===== src/rtl/reg_file_8x16_onehot.sv =====
// 8 x DATA_W register file written through a one-hot load vector, with two
// registered read ports, write-first bypass, sticky multi-hot error and per-entry written flags.
module reg_file_8x16_onehot #(
  parameter int unsigned         DATA_W  = 16,
  parameter logic [DATA_W-1:0]   RST_VAL = 16'h0000
) (
  input  logic              clk,
  input  logic              reset_n,
  input  logic [7:0]        W_Sel,
  input  logic [DATA_W-1:0] W_Data,
  input  logic [2:0]        S_Addr,
  input  logic [2:0]        R_Addr,
  input  logic              rd_en,
  input  logic              err_clr,
  output logic [DATA_W-1:0] S_out,
  output logic [DATA_W-1:0] R_out,
  output logic              rd_valid,
  output logic              wr_err,
  output logic [7:0]        vld
);

  logic [DATA_W-1:0] regs [8];
  logic [7:0]        sel_m1;
  logic              sel_any;
  logic              sel_onehot;
  logic              sel_multi;
  logic              s_byp;
  logic              r_byp;

  // Clearing the lowest set bit leaves zero only when exactly one bit was set.
  always_comb begin
    sel_m1     = W_Sel - 8'd1;
    sel_any    = |W_Sel;
    sel_onehot = sel_any & ~(|(W_Sel & sel_m1));
    sel_multi  = sel_any & ~sel_onehot;
    s_byp      = sel_onehot & W_Sel[S_Addr];
    r_byp      = sel_onehot & W_Sel[R_Addr];
  end

  always_ff @(posedge clk) begin
    if (!reset_n) begin
      for (int unsigned i = 0; i < 8; i++) begin
        regs[i] <= RST_VAL;
      end
      vld <= '0;
    end else if (sel_onehot) begin
      for (int unsigned i = 0; i < 8; i++) begin
        if (W_Sel[i]) begin
          regs[i] <= W_Data;
          vld[i]  <= 1'b1;
        end
      end
    end
  end

  always_ff @(posedge clk) begin
    if (!reset_n) begin
      S_out    <= '0;
      R_out    <= '0;
      rd_valid <= 1'b0;
    end else begin
      rd_valid <= rd_en;
      if (rd_en) begin
        S_out <= s_byp ? W_Data : regs[S_Addr];
        R_out <= r_byp ? W_Data : regs[R_Addr];
      end
    end
  end

  // A multi-hot select in the same cycle as err_clr keeps the flag set.
  always_ff @(posedge clk) begin
    if (!reset_n) begin
      wr_err <= 1'b0;
    end else if (sel_multi) begin
      wr_err <= 1'b1;
    end else if (err_clr) begin
      wr_err <= 1'b0;
    end
  end

endmodule


===== config.mk =====
export PLATFORM = sky130hd
export DESIGN_NAME = reg_file_8x16_onehot
export DESIGN_NICKNAME = d
export VERILOG_FILES = /design/src/rtl/reg_file_8x16_onehot.sv
export SDC_FILE = /design/constraint.sdc
export NUM_CORES = 1
export LEC_CHECK = 0
export ABC_AREA = 1
export CAP_MARGIN = 15
export CORE_UTILIZATION = 35
export CTS_BUF_LIST = sky130_fd_sc_hd__clkbuf_4 sky130_fd_sc_hd__clkbuf_8
export DETAILED_ROUTE_END_ITERATION = 8
export GPL_TIMING_DRIVEN = 0
export SKIP_CTS_REPAIR_TIMING = 1
export SLEW_MARGIN = 5
export SYNTH_ARGS = -nofsm -noshare
export SYNTH_HDL_FRONTEND = slang
export SYNTH_SLANG_ARGS = --single-unit

===== constraint.sdc =====
create_clock -name clk -period 3 [get_ports clk]
set_clock_uncertainty 0.1 [all_clocks]
set_input_delay 0.75 -clock clk [delete_from_list [all_inputs] [get_ports clk]]
set_output_delay 0.75 -clock clk [all_outputs]
set_load 0.05 [all_outputs]

==> impl_metrics.csv <==
group,metric,value,unit
route,vias,8413,
setup_path,worstPathCellList,"clkdlybuf4s50_1, inv_1, nand2_1, nor2_1, nor2_1, inv_2, and3_1, buf_6, nand2_4, buf_4, nand2_8",
setup_path,critPathKind,"input port to flip-flop",
setup_path,reg2reg_slack,1.44,ns
finish,syn_to_final_growth,18.2,%
setup_path,crit_path_end_kind,"flip-flop",
global_routing,grt_use_total,0.233,
sta,period_share,0.963,
finish,ff_latch_area,4680,µm²
min_path,hold_path.class,"flip-flop to flip-flop",
synth,syn_area,9080,µm²
clock_network,htreeDepth,4,
finish,final_cell_mix,"nand2_1 (263), inv_1 (143), edfxtp_1 (128), nor2_1 (114), o21ai_0 (96)",
die,rows,58,
setup_path,max_stage_delay,0.63,ns
synth,synth_top_cell_area_share,0.423,
route,drc,0,
placed_design,portBuffers,67,
finish,num_antenna_cells,0,
clock_network,clk_pin_slew,0.10,ns
synth,avgSynthCellArea,8.06,µm²
synth,synth.area.top_cells,"edfxtp_1 (42%), nand2_1 (11%), dfxtp_1 (9.3%)",
die,pin_count,76,
sta,rsz0062_at_grt,"false",
die,coreArea,25300,µm²
clock_network,cts_buffers,17,
placed_design,dp_hpwl,22.7,mm
job,drv_cap,0,
route,wl_per_cell,19.7,µm
power_and_ir_drop,irDropWorstVdd,243,µV
clock_network,cts.sinks,170,
placed_design,place_congestion,0.943,
synth,syn_nets,1160,
synth,synthCells,1126,
finish,final_common_cell,"nand2_1",
finish,drive_gt1_frac,0.0668,
sta,tightest_slew,1.43,ns
global_routing,grt_overflow,0,
sta,slew_violations,0,
synth,ys_warn_count,0,
power_and_ir_drop,p_leak,4.36,nW
synth,synth_seq_area_share,0.516,
setup_path,cp.arrival,2.94,ns
power_and_ir_drop,power_density,509,nW/µm²
synth,ys_types,24,
die,die_h,163,µm
placed_design,preCtsSetupSlack,-1.05,ns
global_routing,grt_start_max_net_pins,18,
sta,setup_ws,0.111,ns
route,drt-pass1-iter-count,5,
sta,fin_hold_ws,0.356,ns
setup_path,cpMostUsedCell,"nor2_1",
power_and_ir_drop,total_power,5.46,mW
clock_network,cts_buffer_depth,2,
global_routing,grt_pass1_wl,45.8,mm
setup_path,cp-start-kind,"input port",
sta,final_period_minus_worst_setup_slack,2.89,ns
clock_network,cts_root_buf,"clkbuf_8",
global_routing,antenna_found_initial,0,
die,die_w,163,µm
route,post_drt_via_cell_ratio,5.40,
setup_path,cp.required,3.05,ns
die,start_util,0.358,
sta,setup_viol_count_final,0,
die,fp.dieArea,26600,µm²
clock_network,cts_tree,"yes",
finish,multi_input_area,3580,µm²
clock_network,clock_latency,0.47,ns
synth,synth_seq_cells,170,
setup_path,path_max_fanout,16,
sta,max_freq,0.346,GHz
setup_path,crit_slowest_cell,"clkdlybuf4s50_1",
synth,synth_top_area_cell,"edfxtp_1",
global_routing,first_global_vias,7931,
sta,slew_headroom,0.0448,
finish,nets,1249,
route,ant_nets,0,
sta,tns,0,ns
route,first_iter_violations,952,
finish,n_fill_cell,2533,
sta,hold_violations,0,
route,postRouteWirelength,30.7,mm
status,status,"complete, no violations",
[path summary, 6_finish.rpt]
path,start,to,cells after the start
worst min register to register,vld[3],vld[3],2
worst min-delay path,vld[3],vld[3],2
worst max-delay path,W_Sel[2],regs[5][0],11
worst max register to register,regs[1][5],R_out[5],8
[logic make-up (layout without fill, tap and decap cells)]
group,count (synthesis),after routing,synth area share
buffers and inverters,227,328,0.0997
AO/OA/AOI/OAI,245,245,0.160
AND/OR/NAND/NOR,484,485,0.225
flip-flops,170,170,0.516
[worst max-delay path, delay by kind of cell]
family / cells / cell delay (ns)
buffers and inverters: 5 / 1.25
AND/OR/NAND/NOR: 6 / 0.91
[flip-flops by register name, indices dropped and copies added, names as in the netlist]
name      cells
regs        128
R_out        16
S_out        16
vld           8
rd_valid      1
wr_err        1
[synth_stat cells]
cell	n
nor2_2	1
nand2_1	272
nor3_2	1
buf_4	7
buf_6	1
buf_1	6
nand4_1	32
nand2_4	6
o211ai_1	89
and3_1	1
a21oi_1	60
nor2_1	116
buf_2	14
edfxtp_1	128
nand2_2	1
o21ai_0	96
dfxtp_1	42
nand3_1	52
inv_1	143
nand4_2	2
clkinv_1	2
clkbuf_1	52
inv_2	1
clkbuf_2	1
[power by group]
| group | switching, mW | internal (mW) | total (mW) |
|---|---|---|---|
| Clock | 0.933 | 0.854 | 1.79 |
| Combinational | 0.669 | 0.276 | 0.945 |
| Sequential | 0.0624 | 2.67 | 2.73 |
| Total | 1.66 | 3.80 | 5.46 |
[metal layers]
metal	wire length, µm	vias up	track usage
met5	0	-	0
met1	13100	3904	0.308
met4	933	0	0.0943
met3	2540	74	0.0452
met2	14100	488	0.375
li1	-	3947	-
[area by class of cell]
class                      count  share of cell area
clock inverter                14              0.0170
buffer                        81              0.0342
tap                          330              0.0385
multi-input combinational    730               0.334
inverter                     146              0.0511
sequential                   170               0.437
timing repair buffer          69              0.0660
clock buffer                  18              0.0225
[stage by stage]
stage	util	cells	instance area, µm²
after floorplan	-	1126	9080
after global placement	0.401	1523	10200
after detailed placement	0.401	1523	10200
after CTS	0.418	1555	10600
after global routing	0.424	1558	10700
final	0.424	1558	10700
(Power assumes the default switching activity.)
